[src/rtl/qpsk_symbol_scheduler_pkg.sv]
// Shared constants and types for the QPSK symbol scheduler.
// Holds the DDS timing constants of the modulator, the symbol type and the
// scheduler state enumeration.
package qpsk_pkg;

    localparam int unsigned CLK_HZ            = 50000000;
    localparam int unsigned DDS_3HZ_INCREMENT = 258;

    // Counts at which the phase-shifted DDS generators are started.
    localparam int unsigned GEN1_START = 4166666;
    localparam int unsigned GEN2_START = 8333333;
    localparam int unsigned GEN3_START = 12500000;

    // Default warm-up covers the last generator start count.
    localparam int unsigned STARTUP_CYCLES_DEFAULT = GEN3_START + 1;

    typedef logic [1:0] qpsk_sym_t;

    typedef enum logic [1:0] {
        WARMUP,
        IDLE,
        RUN
    } sched_state_t;

endpackage

[src/rtl/qpsk_symbol_scheduler_if.sv]
// Symbol handshake between the upstream source and the scheduler.
//   sym_in    : {I,Q} symbol
//   sym_valid : sym_in valid
//   sym_ready : scheduler buffer can accept; push when valid && ready
interface qpsk_symbol_scheduler_if;
    import qpsk_pkg::*;

    qpsk_sym_t sym_in;
    logic      sym_valid;
    logic      sym_ready;

    modport master (output sym_in, output sym_valid, input sym_ready);
    modport slave  (input sym_in, input sym_valid, output sym_ready);

endinterface

[src/rtl/qpsk_symbol_scheduler_sync_fifo.sv]
// Synchronous FIFO used as the scheduler's symbol buffer.
//   clk, reset : clock, synchronous active-high reset (discards contents)
//   push       : write push_data (ignored when full)
//   pop        : advance the head (ignored when empty)
//   pop_data   : current head entry
//   count      : number of stored entries
//   full/empty : derived from the registered count
module sync_fifo #(
    parameter int unsigned WIDTH = 2,
    parameter int unsigned DEPTH = 8
) (
    input  logic                   clk,
    input  logic                   reset,
    input  logic                   push,
    input  logic [WIDTH-1:0]       push_data,
    input  logic                   pop,
    output logic [WIDTH-1:0]       pop_data,
    output logic [$clog2(DEPTH):0] count,
    output logic                   full,
    output logic                   empty
);

    localparam int unsigned AW = $clog2(DEPTH);

    logic [WIDTH-1:0] mem [DEPTH];
    logic [AW-1:0]    wr_ptr;
    logic [AW-1:0]    rd_ptr;
    logic             do_push;
    logic             do_pop;

    // Full blocks a push even when a pop happens in the same cycle.
    assign full     = (count == (AW + 1)'(DEPTH));
    assign empty    = (count == '0);
    assign do_push  = push && !full;
    assign do_pop   = pop && !empty;
    assign pop_data = mem[rd_ptr];

    always_ff @(posedge clk) begin
        if (reset) begin
            wr_ptr <= '0;
            rd_ptr <= '0;
            count  <= '0;
        end else begin
            if (do_push) begin
                mem[wr_ptr] <= push_data;
                wr_ptr      <= wr_ptr + 1'b1;
            end
            if (do_pop) begin
                rd_ptr <= rd_ptr + 1'b1;
            end
            case ({do_push, do_pop})
                2'b10:   count <= count + 1'b1;
                2'b01:   count <= count - 1'b1;
                default: count <= count;
            endcase
        end
    end

endmodule

[src/rtl/qpsk_symbol_scheduler.sv]
// Sequences buffered QPSK symbols onto the modulator IQ select input.
// Waits out the DDS generator start-up, then issues one symbol per symbol
// period, substituting IDLE_SYMBOL on underflow or stop.
//   clk, reset    : clock, synchronous active-high reset
//   sym_bus       : upstream valid/ready symbol handshake (slave side)
//   enable        : request transmission
//   clr_underflow : clear the sticky underflow flag
//   iq            : registered symbol select to the modulator
//   sym_strobe    : one-cycle pulse when iq takes a new value
//   underflow     : sticky, set when a boundary finds the buffer empty
//   fill          : buffered symbol count
//   busy          : high in WARMUP and RUN
module qpsk_symbol_scheduler
    import qpsk_pkg::*;
#(
    parameter int unsigned CLK_HZ         = qpsk_pkg::CLK_HZ,
    parameter int unsigned SYMBOL_PERIOD  = (CLK_HZ + 2) / 3,
    parameter int unsigned STARTUP_CYCLES = STARTUP_CYCLES_DEFAULT,
    parameter int unsigned FIFO_DEPTH     = 8,
    parameter qpsk_sym_t   IDLE_SYMBOL    = 2'b00
) (
    input  logic                        clk,
    input  logic                        reset,
    qpsk_symbol_scheduler_if.slave      sym_bus,
    input  logic                        enable,
    input  logic                        clr_underflow,
    output qpsk_sym_t                   iq,
    output logic                        sym_strobe,
    output logic                        underflow,
    output logic [$clog2(FIFO_DEPTH):0] fill,
    output logic                        busy
);

    localparam int unsigned PER_W  = $clog2(SYMBOL_PERIOD);
    localparam int unsigned WARM_W = (STARTUP_CYCLES > 1) ? $clog2(STARTUP_CYCLES) : 1;
    localparam logic [PER_W-1:0]  PER_LAST  = PER_W'(SYMBOL_PERIOD - 1);
    localparam logic [WARM_W-1:0] WARM_LAST = WARM_W'(STARTUP_CYCLES - 1);

    sched_state_t      state;
    logic [PER_W-1:0]  period_cnt;
    logic [WARM_W-1:0] warm_cnt;

    qpsk_sym_t fifo_head;
    logic      fifo_full;
    logic      fifo_empty;
    logic      fifo_push;
    logic      fifo_pop;
    logic      boundary;

    assign sym_bus.sym_ready = !fifo_full;
    assign fifo_push         = sym_bus.sym_valid && !fifo_full;
    assign boundary          = (state == RUN) && (period_cnt == PER_LAST);
    // Empty comes from the registered count, so a push in this cycle is
    // never popped in the same cycle.
    assign fifo_pop          = enable && !fifo_empty && ((state == IDLE) || boundary);
    assign busy              = (state != IDLE);

    sync_fifo #(
        .WIDTH (2),
        .DEPTH (FIFO_DEPTH)
    ) u_fifo (
        .clk       (clk),
        .reset     (reset),
        .push      (fifo_push),
        .push_data (sym_bus.sym_in),
        .pop       (fifo_pop),
        .pop_data  (fifo_head),
        .count     (fill),
        .full      (fifo_full),
        .empty     (fifo_empty)
    );

    always_ff @(posedge clk) begin
        if (reset) begin
            state      <= WARMUP;
            warm_cnt   <= '0;
            period_cnt <= '0;
            iq         <= IDLE_SYMBOL;
            sym_strobe <= 1'b0;
            underflow  <= 1'b0;
        end else begin
            sym_strobe <= 1'b0;
            // Placed before any set so a simultaneous set wins.
            if (clr_underflow) begin
                underflow <= 1'b0;
            end
            case (state)
                WARMUP: begin
                    iq <= IDLE_SYMBOL;
                    if (warm_cnt == WARM_LAST) begin
                        state <= IDLE;
                    end else begin
                        warm_cnt <= warm_cnt + 1'b1;
                    end
                end
                IDLE: begin
                    if (fifo_pop) begin
                        iq         <= fifo_head;
                        sym_strobe <= 1'b1;
                        period_cnt <= '0;
                        state      <= RUN;
                    end
                end
                RUN: begin
                    if (boundary) begin
                        period_cnt <= '0;
                        sym_strobe <= 1'b1;
                        if (!enable) begin
                            iq    <= IDLE_SYMBOL;
                            state <= IDLE;
                        end else if (fifo_pop) begin
                            iq <= fifo_head;
                        end else begin
                            iq        <= IDLE_SYMBOL;
                            underflow <= 1'b1;
                        end
                    end else begin
                        period_cnt <= period_cnt + 1'b1;
                    end
                end
                default: state <= WARMUP;
            endcase
        end
    end

endmodule

[src/flat_wrapper.sv]
// flat-port wrapper written by rule: the top's interface ports become plain ports
module qpsk_symbol_scheduler_flat import qpsk_pkg::*;
#(
    parameter int unsigned CLK_HZ         = qpsk_pkg::CLK_HZ,
    parameter int unsigned SYMBOL_PERIOD  = (CLK_HZ + 2) / 3,
    parameter int unsigned STARTUP_CYCLES = STARTUP_CYCLES_DEFAULT,
    parameter int unsigned FIFO_DEPTH     = 8,
    parameter qpsk_sym_t   IDLE_SYMBOL    = 2'b00
)
  (clk, reset, enable, clr_underflow, iq, sym_strobe, underflow, fill, busy, sym_bus_sym_in, sym_bus_sym_valid, sym_bus_sym_ready);
  qpsk_symbol_scheduler_if sym_bus_i ();
  input  logic clk;
  input  logic reset;
  input  logic enable;
  input  logic clr_underflow;
  output qpsk_sym_t iq;
  output logic sym_strobe;
  output logic underflow;
  output logic [$clog2(FIFO_DEPTH):0] fill;
  output logic busy;
  input wire logic [$bits(sym_bus_i.sym_in)-1:0] sym_bus_sym_in;
  input wire logic [$bits(sym_bus_i.sym_valid)-1:0] sym_bus_sym_valid;
  output wire logic [$bits(sym_bus_i.sym_ready)-1:0] sym_bus_sym_ready;
  assign sym_bus_i.sym_in = sym_bus_sym_in;
  assign sym_bus_i.sym_valid = sym_bus_sym_valid;
  assign sym_bus_sym_ready = sym_bus_i.sym_ready;
  qpsk_symbol_scheduler #(.CLK_HZ(CLK_HZ), .SYMBOL_PERIOD(SYMBOL_PERIOD), .STARTUP_CYCLES(STARTUP_CYCLES), .FIFO_DEPTH(FIFO_DEPTH), .IDLE_SYMBOL(IDLE_SYMBOL)) u_core (.clk(clk), .reset(reset), .sym_bus(sym_bus_i), .enable(enable), .clr_underflow(clr_underflow), .iq(iq), .sym_strobe(sym_strobe), .underflow(underflow), .fill(fill), .busy(busy));
endmodule
[config.mk]
export PLATFORM = sky130hd
export DESIGN_NAME = qpsk_symbol_scheduler_flat
export DESIGN_NICKNAME = d
export VERILOG_FILES = /design/src/rtl/qpsk_symbol_scheduler_pkg.sv /design/src/rtl/qpsk_symbol_scheduler_if.sv /design/src/rtl/qpsk_symbol_scheduler_sync_fifo.sv /design/src/rtl/qpsk_symbol_scheduler.sv /design/src/flat_wrapper.sv
export SDC_FILE = /design/constraint.sdc
export NUM_CORES = 1
export LEC_CHECK = 0
export CAP_MARGIN = 20
export CORE_UTILIZATION = 35
export CTS_BUF_LIST = sky130_fd_sc_hd__clkbuf_2 sky130_fd_sc_hd__clkbuf_4 sky130_fd_sc_hd__clkbuf_8
export DETAILED_ROUTE_END_ITERATION = 16
export PLACE_DENSITY = 0.48
export SETUP_SLACK_MARGIN = 0.5
export SLEW_MARGIN = 5
export SYNTH_ARGS = -nofsm -noshare
export SYNTH_HDL_FRONTEND = slang
export SYNTH_HIERARCHICAL = 1
export SYNTH_SLANG_ARGS = --single-unit
[constraint.sdc]
create_clock -name clk -period 3.6 [get_ports clk]
set_input_delay 0.72 -clock clk [delete_from_list [all_inputs] [get_ports clk]]
set_output_delay 0.72 -clock clk [all_outputs]
set_load 0.05 [all_outputs]
==> results.md <==
* Worst hold path type: flop to flop
* Post-synthesis cell count at 438
* Ports at 17
* Total GRT Usage at 15.7%
* Clk sinks at 83
* Final ANT Viol Nets at 0
* DR DRC count at 0
* Final slew viol count at 0
* Share of cells above drive strength 1 at 12.3%
* WS Path Type: flop to flop
* Main synth FF type: dfxtp_1
* Async set or reset register ratio after synthesis at 0%
* Die width at 110 um
* Leak at 1.53 nW
* Post-synth EDFFs at 16
* Worst hold endpoint: u_core/underflow
* Crit path DAT at 3.28 ns
* HPWL Detailed at 6080 um
* DRT Wirelength at 8750 um
* Min-delay src: u_core/underflow
* Final GP Congestion at 0.779
* Initial antenna violation count at 0
* Fin crit share at 82.8%
* CTS root buf: clkbuf_8
* Drt initial violations at 127
* CTS buffer count at 9
* Bufs on Longest Clock Path at 2
* IO buf count at 16
* Post-synth top area cell: dfxtp_1
* Overflow after GRT at 0
* Least-Margin Pin Slew at 0.864 ns
* RSZ-0062 raised after global routing: false
* Max FO, Critical Path at 5
* Syn Nets at 461
* Final setup TNS at 0 ns
* TritonCTS clock tree: done
* Synth top area share at 32.7%
* Final setup fails at 0
* Reg area at 0.00183 mm^2
* Yosys warns at 6
* R2R setup slack at 0.62 ns
* Mean post-synth cell area at 9.38 um^2
* Skew final at 0.0130 ns
* Number of global-route vias before repair at 3,041
* Die Footprint at 0.0122 mm^2
* Worst r2r src: u_core/period_cnt[20]
* Status: finished clean
* Post-synthesis cell area at 0.00411 mm^2
* Router iterations before antenna repair at 4
* Clk Latency, worst-skew pair at 0.37 ns
* # diodes at 0
* CP Launch Type: flop
* H-tree depth at 3
* Site Rows at 39
* Total core area at 0.0114 mm^2
* Utilization after layout at 41.0%
* Fin nets at 481
* Crit path time final at 2.98 ns
* Reg2Reg Capture Point: u_core/u_fifo/count[3]
* DR WL/cell at 14.4 um
* VDD IR-drop max at 219 uV
* Worst-path clk slew at 0.09 ns
* Max Freq at 335 MHz
* Power per cell area at 384 mW/mm^2
* Register area share after synthesis at 44.4%
* WP data required at 3.90 ns
* First-pass GRT wire length at 14,600 um
* Synth area leaders: dfxtp_1 (33%), edfxtp_1 (12%), nor2_1 (4.8%)
* Max_slew headroom at 42.1%
* Fillers at 1,155
* Post-synth cell types at 54
* Die height at 110 um
* Via density at 5.33
* Min-Delay Path Depth at 2
* Worst-case reg-to-reg path depth at 12
* Pin count of the biggest net entering global routing at 40
* Via count at 3,233
* Area grow syn2layout at 14.1%
* Max_cap viols at 0
* Final hold violation count at 0
* #FFs+latches synth at 83
* Worst Setup End Kind: flop
* Multi-input logic area at 0.00223 mm^2
* Starting Density at 36.0%
[report_power, final]
group	switching (mW)	internal [mW]	total, mW
Combinational	0.112	0.0595	0.172
Sequential	0.0255	0.962	0.987
Clock	0.377	0.262	0.639
Total	0.515	1.28	1.80
[worst max path at each step]
stage | startpoint | endpoint | slack, ns | depth (start not counted)
floorplan | u_core/u_fifo/count[0] | u_core/u_fifo/count[3] | 0.63 | 11
global placement | enable | u_core/u_fifo/count[3] | 0.27 | 10
detailed placement | enable | u_core/u_fifo/count[3] | 0.17 | 10
CTS | u_core/period_cnt[3] | u_core/u_fifo/count[3] | 0.50 | 12
global route | u_core/period_cnt[20] | u_core/u_fifo/count[3] | 0.47 | 12
finish | u_core/period_cnt[20] | u_core/u_fifo/count[3] | 0.62 | 12
[through the flow]
step | total power [mW] | cells | area (um^2) | hold WS, ns | worst slack [ns]
6_report | 1.80 | 606 | 4680 | 0.480 | 0.618
4_1_cts | 1.83 | 603 | 4640 | 0.485 | 0.504
5_1_grt | 1.89 | 606 | 4680 | 0.500 | 0.473
3_5_place_dp | 1.18 | 587 | 4410 | 0.468 | 0.171
2_1_floorplan | 1.13 | 438 | 4110 | 0.431 | 0.629
3_3_place_gp | 1.18 | 587 | 4410 | 0.464 | 0.266
[worst max-delay path: stages (launching register included)]
cell,delay [ns]
dfxtp_1,0.42
and4_1,0.30
nand4_1,0.19
nor2_1,0.19
nand2_1,0.11
a21boi_2,0.14
o41a_1,0.19
ha_2,0.21
ha_1,0.28
a21oi_2,0.18
a21oi_1,0.09
or4_1,0.47
a21oi_1,0.14
[cell usage after synthesis (5+ instances only)]
| library cell | count |
|---|---|
| dfxtp_1 | 67 |
| nor2_1 | 53 |
| nand2_1 | 30 |
| a21oi_1 | 26 |
| nand3_1 | 22 |
| edfxtp_1 | 16 |
| nand4_1 | 16 |
| ha_1 | 15 |
| inv_1 | 15 |
| xnor2_1 | 14 |
| xor2_1 | 12 |
| nor3_1 | 11 |
| o21ai_0 | 10 |
| or4_1 | 10 |
| and4_1 | 9 |
| nor2b_1 | 9 |
| o31ai_1 | 9 |
| clkbuf_1 | 8 |
| nor4_1 | 8 |
| and2_1 | 5 |
| mux2_2 | 5 |
| mux2i_1 | 5 |
| or3_1 | 5 |
[cell type report]
type,count,area share [%]
clock buffers,9,2.64
clock inverters,7,1.28
well taps,143,3.82
repair buffers,23,4.43
multi-input cells,326,47.6
flip-flops and latches,83,39.0
inverters,15,1.20
[flip-flops by register name, summed over array words and instances (netlist names), named ones only]
name and count:
u_core/sym_strobe 1, u_core/warm_cnt 24, u_core/period_cnt 24, u_core/iq 2, u_core/state 2, u_core/u_fifo/count 4
u_core/u_fifo/mem 16, u_core/underflow 1, u_core/u_fifo/rd_ptr 3, u_core/u_fifo/wr_ptr 3
[repair_timing]
item	in CTS	in global routing
setup endpoints to repair	1	1
cloned	0	0
buffers inserted	0	3
pin swaps	0	5
hold buffers	0	0
resized for setup	6	10
[routing by layer]
layer / global-route usage, % / share of wire (%) / up-vias / routed length (um)
li1: - / - / 1633 / -
met1: 21.7 / 51 / 1540 / 4440
met2: 23.3 / 44 / 46 / 3870
met3: 2.94 / 2.9 / 14 / 257
met4: 7.99 / 2.0 / 0 / 178
met5: 0 / 0 / - / 0
[placed cells by master, fill, tap and decap left out, types with 3 or more instances in the layout]
cell,n
nor2_1,53
mux4_2,4
xor2_1,12
clkdlybuf4s50_1,15
nand2b_1,4
nand2_1,30
a21oi_1,25
buf_4,7
or3_1,5
and4_1,9
and3_1,4
o31ai_1,9
nor2b_1,8
nor3_1,11
nor4_1,8
nand4_1,16
inv_1,15
mux2i_1,5
clkbuf_8,9
or4_1,10
mux2_2,5
edfxtp_1,16
dfxtp_1,63
nand3_1,22
dfxtp_2,4
xnor2_1,14
o21ai_0,10
o21ba_2,3
and2_1,5
o41ai_1,3
ha_1,14
[kinds of logic after synthesis]
logic type	share of synthesized area [%]
AND/OR/NAND/NOR	27.0
AO/OA/AOI/OAI	10.4
flip-flops	44.4
multiplexers	4.78
adder cells (fa/ha/maj)	5.06
XOR/XNOR	5.55
buffers and inverters	2.86
No activity file was read; power rests on OpenSTA's default activity.
